[config.mk]
export PLATFORM = sky130hd
export DESIGN_NAME = serial_add_ctrl
export DESIGN_NICKNAME = d
export VERILOG_FILES = /design/src/rtl/serial_add_ctrl.sv
export SDC_FILE = /design/constraint.sdc
export NUM_CORES = 1
export LEC_CHECK = 0
export CORE_MARGIN = 1.5
export CORE_UTILIZATION = 40
export DETAILED_ROUTE_END_ITERATION = 6
export PLACE_DENSITY = 0.69
export SKIP_CTS_REPAIR_TIMING = 1
export SYNTH_ARGS = -nofsm -noshare
export SYNTH_HDL_FRONTEND = slang
export SYNTH_SLANG_ARGS = --single-unit
[constraint.sdc]
create_clock -name clk -period 1.7 [get_ports clk]
set_input_delay 0.51 -clock clk [delete_from_list [all_inputs] [get_ports clk]]
set_output_delay 0.51 -clock clk [all_outputs]
set_load 0.005 [all_outputs]
[src/rtl/serial_add_ctrl.sv]
// serial_add_ctrl: bit-serial adder controller, one 1-bit full adder reused LSB first over WIDTH cycles
// Ports: clk, rst (sync, active-high), start/a/b/cin request in, busy/done status out,
//   sum/cout registered result (held until next done).
// Optional: define SERIAL_ADD_OVF_EN to add output ovf (signed overflow, registered with sum).
module serial_add_ctrl #(
  parameter int WIDTH = 8
) (
  input  logic             clk,
  input  logic             rst,
  input  logic             start,
  input  logic [WIDTH-1:0] a,
  input  logic [WIDTH-1:0] b,
  input  logic             cin,
  output logic             busy,
  output logic             done,
  output logic [WIDTH-1:0] sum,
  output logic             cout
`ifdef SERIAL_ADD_OVF_EN
  ,
  output logic             ovf
`endif
);
  localparam int CW = $clog2(WIDTH);
  typedef enum logic [1:0] {IDLE, RUN, DONE} state_t;
  state_t           state;
  logic [WIDTH-1:0] a_sh, b_sh, s_sh;
  logic             c_q;
  logic [CW-1:0]    cnt;
  logic             fa_s, fa_c;
  logic             last;
  assign fa_s = a_sh[0] ^ b_sh[0] ^ c_q;
  assign fa_c = (a_sh[0] & b_sh[0]) | (c_q & (a_sh[0] ^ b_sh[0]));
  assign last = cnt == CW'(WIDTH - 1);
  assign busy = state == RUN;
  assign done = state == DONE;
  always_ff @(posedge clk) begin
    if (rst) begin
      state <= IDLE;
      a_sh  <= '0;
      b_sh  <= '0;
      s_sh  <= '0;
      c_q   <= 1'b0;
      cnt   <= '0;
      sum   <= '0;
      cout  <= 1'b0;
`ifdef SERIAL_ADD_OVF_EN
      ovf   <= 1'b0;
`endif
    end else begin
      case (state)
        IDLE: if (start) begin
          a_sh  <= a;
          b_sh  <= b;
          c_q   <= cin;
          cnt   <= '0;
          state <= RUN;
        end
        RUN: begin
          a_sh <= a_sh >> 1;
          b_sh <= b_sh >> 1;
          s_sh <= {fa_s, s_sh[WIDTH-1:1]};
          c_q  <= fa_c;
          cnt  <= cnt + 1'b1;
          if (last) begin
            state <= DONE;
            sum   <= {fa_s, s_sh[WIDTH-1:1]};
            cout  <= fa_c;
`ifdef SERIAL_ADD_OVF_EN
            // c_q is the carry into the MSB on the final bit
            ovf   <= c_q ^ fa_c;
`endif
          end
        end
        DONE:    state <= IDLE;
        default: state <= IDLE;
      endcase
    end
  end
endmodule

==> summary.md, run 1 <==
| Metric | Value |
|---|---|
| Buffers on Ports | 30 |
| WL/cell | 11.67 um |
| Largest net degree at the start of global routing | 39 |
| CP Max Fanout | 2 |
| Unrepaired setup endpoints after global routing | no |
| CTS Buf Count | 5 |
| Status | finished, final reports clean |
| Aggregate global routing overflow | 0 |
| Pre-CTS setup slack | -0.07373 ns |
| Syn Inst Count | between 150 and 200 |
| Sum of buffers and inverters on the critical path | 1 |
| Clock slew at reported path FFs | 0.07 ns |
| Final ANT Viol Nets | 0 |
| Fin crit share | 0.9566 |
| Type of origin of the critical path | flip-flop |
| Vert. Die Dim | 65.61 um |
| Worst slew pin tran | 0.3037 ns |
| Initial Utilization | 0.4219 |
| Syn_nets | 192 |
| DR vias/cell | 4.871 |
| H-tree levels | 2 |
| Share of layout cells above drive strength 1 | 0.1144 |
| Root Driver | clkbuf_8 |
| Min cycle time layout | approximately 1.6 ns |
| FMAX | ~600 MHz |
| Critical path arrival | 1.12 ns |
| Mean Syn Cell Area | between 9 and 10 um^2 |
| Rel. slew slack | 0.7975 |
| Initial DRC count | 70 |
| Setup ws final | about 0.074 ns |
| Total I/O pin count | 31 |
| Cells after DPL | between 200 and 250 |
| Initial antenna violation count | 0 |
| PD cells | a little over 900 nW/um^2 |
| VDD IR max | approximately 0.54 mV |
| Nets@finish | 223 |
| Clock tree buffer depth | 2 |
| WP data required | 1.19 ns |
| Critical Path End Type | primary output |
| Post-route DRC | 0 |
| Number of library cell types mapped by synthesis | 25 |
| RePlAce Congestion | 0.6751 |
| Commonest non-fill, non-tap cells in the layout | 36 x dfxtp_1, 32 x nand2_1, 28 x clkdlybuf4s50_1 |
| Clk_lat worst skew | between 0.2 and 0.3 ns |
| Leak pwr | 0.7959 nW |
| Critical path class | reg2out |
| DR vias | 1,213 |
| Post-synthesis sequential area ratio | 0.4852 |
| HPWL Detailed | 2079 um |
| Most common cell after layout, fill and taps aside | dfxtp_1 |
| Yosys reg bits | 38 |
| Row count | 22 |
| Worst-path cell chain | clkdlybuf4s50_1 |
| Final Hold Viols | 0 |
| CP max stage cell | clkdlybuf4s50_1 |
| Largest stage delay, worst path | 0.50 ns |
| Drt total wl | about 2900 um |
| Core Box Area | 3716 um^2 |
| Yosys warning count | 0 |
| Via count of the first global-routing pass | around 1,100 |
| Non-Filler Instances | 249 |
| Clk_skew | 0.006580 ns |
| GRT Overall Usage | 0.1526 |
| Hold Slack | 0.4541 ns |
| MaxCap Viol Count | 0 |
| Type of the tightest min-delay check | reg2reg |
| Finished Core Util | 0.5512 |
| Cell family with most CP delay | buffers and inverters |
| First-pass GRT wire length | 4947 um |
| Synth Cell Area | between 1500 and 2000 um^2 |
| Die area | 4304 um^2 |
| Slew Limit Fails | 0 |
| Clock Sinks | 38 |
| Die Span X | between 60 and 70 um |
| Diode count | 0 |
| First-pass iteration count of the detailed router | 4 |
| Endpoints failing setup | 0 |
| Area delta synth->final | 30.65% |
| CTS tree | built |
## sequential cells by signal, summed over array words and instances (netlist names)
signal / flops
s_sh: 7
state: 2
cnt: 3
b_sh: 8
c_q: 1
a_sh: 8
sum: 8
cout: 1
## kinds of logic after synthesis
| kind of cell | synth area share |
|---|---|
| muxes | 0.1022 |
| and+or+nand+nor | 0.1564 |
| AOI/OAI and AO/OA | 0.1676 |
| buffers and inverters | 0.05986 |
| DFF | 0.4852 |
| adders and majority gates | 0.02873 |
## metrics by stage
step                      instance area, um^2  power, mW  setup TNS, ns
after floorplan                          1568      1.117              0
after global placement                   1922      1.189      -0.005991
after detailed placement                 1922      1.197        -0.5685
after CTS                                2028      1.933        -0.3712
after global routing                     2048      2.000              0
final                                    2048      1.902              0
## Yosys cell counts
cell type  instances  area [um^2]
nand3b_2           1        11.26
a211oi_2           1        12.51
and3b_2            1        10.01
nand2_1           32        120.1
buf_1              1        3.750
fa_1               1        20.02
inv_4              1        6.260
o21bai_2           1        11.26
nor3b_1            1        7.510
nor3_1             1        5.000
o21ba_4            1        16.27
inv_1              1        3.750
a21oi_1           16        80.08
a22oi_1            4        30.03
nor2b_1            1        6.260
dfxtp_1           38        760.7
mux2i_1           16        160.2
buf_2              4        20.02
nand2b_1           1        6.260
clkbuf_1           2        7.510
nor2_1            21        78.83
buf_6              2        22.52
ha_1               2        25.02
buf_4              4        30.03
a211oi_1          15        112.6
## area by class of cell
type	count	area, um^2
repair buffers	37	382.9
clock buffers	7	76.32
clock inverters	1	30.03
well taps	48	60.06
inverters	2	10.01
fillers	328	1668
flip-flops and latches	38	765.7
multi-input cells	116	723.2
## metal layers
metal | wire [um] | global-route usage | vias up
met2 | 1442 | 0.2526 | 18
met4 | 61 | 0.07813 | 0
li1 | - | - | 642
met3 | 88 | 0.04110 | 7
met5 | 0 | 0 | -
met1 | 1313 | 0.1807 | 546
## power by group
part           switching, mW  total (mW)  internal [mW]  leakage, nW
Sequential            0.0269       0.959          0.932        0.312
Clock                  0.286       0.724          0.439       0.0524
Combinational         0.0989       0.218          0.119        0.431
## path summary, 6_finish.rpt
kind         cells after the start      end  slack [ns]      from
max                              1   sum[5]        0.07    sum[5]
min                              2   sum[3]        0.45    sum[3]
max reg2reg                      5  a_sh[1]        0.26  state[0]
min reg2reg                      2   sum[3]        0.45    sum[3]
Power figures use the tool's default switching activity.
==> inputs of run 2 (changes only) <==
- CORE_ASPECT_RATIO: unset -> 0.6
==> summary.md, run 2 (synthesis gave the netlist of run 1 again) <==
| Metric | Value |
|---|---|
| Status | finished, final reports clean (unchanged) |
| Clk pwr share | 0.349 (was 0.381) |
| Buffers on Ports | 30 (unchanged) |
| HPWL Detailed | 2196 um (was 2079 um) |
| Largest registers | a_sh (8), b_sh (8), sum (8) (unchanged) |
| Sum of buffers and inverters on the critical path | 1 (unchanged) |
| Core Box Area | 3701 um^2 (was 3716 um^2) |
| DR vias/cell | 5.129 (was 4.871) |
| Non-Filler Instances | 248 (was 249) |
| CP Max Fanout | 2 (unchanged) |
| Min cycle time layout | 1.639 ns (was 1.626 ns) |
| Initial DRC count | 60 (was 70) |
| Cell family with most CP delay | buffers and inverters (unchanged) |
| Total I/O pin count | 31 (unchanged) |
| Worst-path cell chain | clkdlybuf4s50_1 (unchanged) |
| Slew Limit Fails | 0 (unchanged) |
| Cells after DPL | 240 (was 241) |
| PD cells | 893.6 nW/um^2 (was 928.6 nW/um^2) |
| H-tree levels | 2 (unchanged) |
| Pre-CTS setup slack | -0.08027 ns (was -0.07373 ns) |
| Post-route DRC | 0 (unchanged) |
| Clock Sinks | 38 (unchanged) |
| Vert. Die Dim | 51.50 um (was 65.61 um) |
| Type of origin of the critical path | flip-flop (unchanged) |
| Root Driver | clkbuf_8 (unchanged) |
| Leak pwr | 0.7917 nW (was 0.7959 nW) |
| Gate power share | 0.123 (was 0.115) |
| Commonest non-fill, non-tap cells in the layout | 36 x dfxtp_1, 32 x nand2_1, 28 x clkdlybuf4s50_1 (unchanged) |
| VDD IR max | 0.4295 mV (was 0.5372 mV) |
| Switching Power | 0.4374 mW (was 0.4115 mW) |
| Die Span X | 83.82 um (was 65.61 um) |
| GRT Overall Usage | 0.1665 (was 0.1526) |
| Fin crit share | 0.9644 (was 0.9566) |
| Row count | 17 (was 22) |
| Largest net degree at the start of global routing | 39 (unchanged) |
| Share of layout cells above drive strength 1 | 0.1194 (was 0.1144) |
| Clk_lat worst skew | 0.29 ns (was 0.28 ns) |
| Clk_skew | 0.005633 ns (was 0.006580 ns) |
| First-pass iteration count of the detailed router | 4 (unchanged) |
| CP max stage cell | clkdlybuf4s50_1 (unchanged) |
| Endpoints failing setup | 0 (unchanged) |
| MaxCap Viol Count | 0 (unchanged) |
| Total internal power | 1.378 mW (was 1.490 mW) |
| Net Sw Frac | 0.2409 (was 0.2163) |
| Met1 Resource Use GR | 0.1920 (was 0.1807) |
| Setup TNS | 0 ns (unchanged) |
| Setup ws final | 0.06060 ns (was 0.07373 ns) |
| Met3 GRT Util | 0.07143 (was 0.04110) |
| Final Hold Viols | 0 (unchanged) |
| Aggregate global routing overflow | 0 (unchanged) |
| Via count of the first global-routing pass | 1,173 (was 1,124) |
| Most common cell after layout, fill and taps aside | dfxtp_1 (unchanged) |
| GRT met2 Usage | 0.2728 (was 0.2526) |
| Final ANT Viol Nets | 0 (unchanged) |
| Critical path class | reg2out (unchanged) |
| WP data required | 1.19 ns (about the same) |
| Initial antenna violation count | 0 (unchanged) |
| Layout filler cell count | 321 (was 328) |
| DR vias | 1,272 (was 1,213) |
| Unrepaired setup endpoints after global routing | no (unchanged) |
| FMAX | 610.0 MHz (was 614.9 MHz) |
| Diode count | 0 (unchanged) |
| Worst slew pin tran | 0.3215 ns (was 0.3037 ns) |
| CTS Buf Count | 5 (unchanged) |
| Area delta synth->final | 29.61% (was 30.65%) |
| WL/cell | 12.73 um (was 11.67 um) |
| CTS tree | built (unchanged) |
| Most Crowded Layer GR | met2 (unchanged) |
| Largest stage delay, worst path | 0.50 ns (about the same) |
| Clock slew at reported path FFs | 0.07 ns (about the same) |
| Critical Path End Type | primary output (unchanged) |
| Total Power | 1.816 mW (was 1.902 mW) |
| Finished Core Util | 0.5490 (was 0.5512) |
| Die area | 4316 um^2 (was 4304 um^2) |
| Type of the tightest min-delay check | reg2reg (unchanged) |
| RePlAce Congestion | 0.7623 (was 0.6751) |
| Initial Utilization | 0.4236 (was 0.4219) |
| Rel. slew slack | 0.7856 (was 0.7975) |
| Flop pwr share | 0.529 (was 0.504) |
| Critical path arrival | 1.13 ns (was 1.12 ns) |
| Clock tree buffer depth | 2 (unchanged) |
| First-pass GRT wire length | 5402 um (was 4947 um) |
| Nets@finish | 223 (unchanged) |
| Drt total wl | 3156 um (was 2906 um) |
## run 2: changes by cell type in the layout (fill, tap and decap cells not counted)
| cell | change |
|---|---|
| clkbuf_1 | -1 |
| bufinv_16 | -1 |
| clkbuf_8 | +1 |
| clkinv_2 | +1 |
## run 2: final timing paths
kind              startpoint      end  slack, ns  cells past startpoint
setup / recovery      sum[2]   sum[2]       0.06                      1
hold / removal        sum[4]   sum[4]       0.46                      2
setup reg to reg    state[0]  b_sh[2]       0.24                      5
hold reg to reg       sum[4]   sum[4]       0.46                      2
## run 2: per-stage QoR
step / hold slack, ns / instance area, um^2
CTS: 0.4595 / 2012
global placement: 0.4446 / 1921
detailed placement: 0.4463 / 1921
floorplan: 0.4321 / 1568
finish: 0.4552 / 2032
global route: 0.4811 / 2032
## run 2: layer usage
layer,share of wire,up-vias,routed length [um]
met1,0.47,578,1483
met4,0.026,0,82
met3,0.055,13,174
li1,-,644,-
met2,0.45,37,1415
met5,0,-,0
## run 2: power groups by stage
stage	clock, mW	sequential, mW	combinational (mW)
finish	0.633	0.960	0.223
global route	0.697	0.966	0.246
CTS	0.656	0.959	0.223
detailed placement	0	0.980	0.221
global placement	0	0.977	0.211
floorplan	0	0.971	0.146
## run 2: layout make-up
type	count	area (um^2)	share of cell area
multi-input combinational	116	723.2	0.3559
clock buffer	7	86.33	0.04249
inverter	2	10.01	0.004926
timing repair buffer	37	382.9	0.1884
tap	47	58.81	0.02894
sequential	38	765.7	0.3768
clock inverter	1	5.005	0.002463
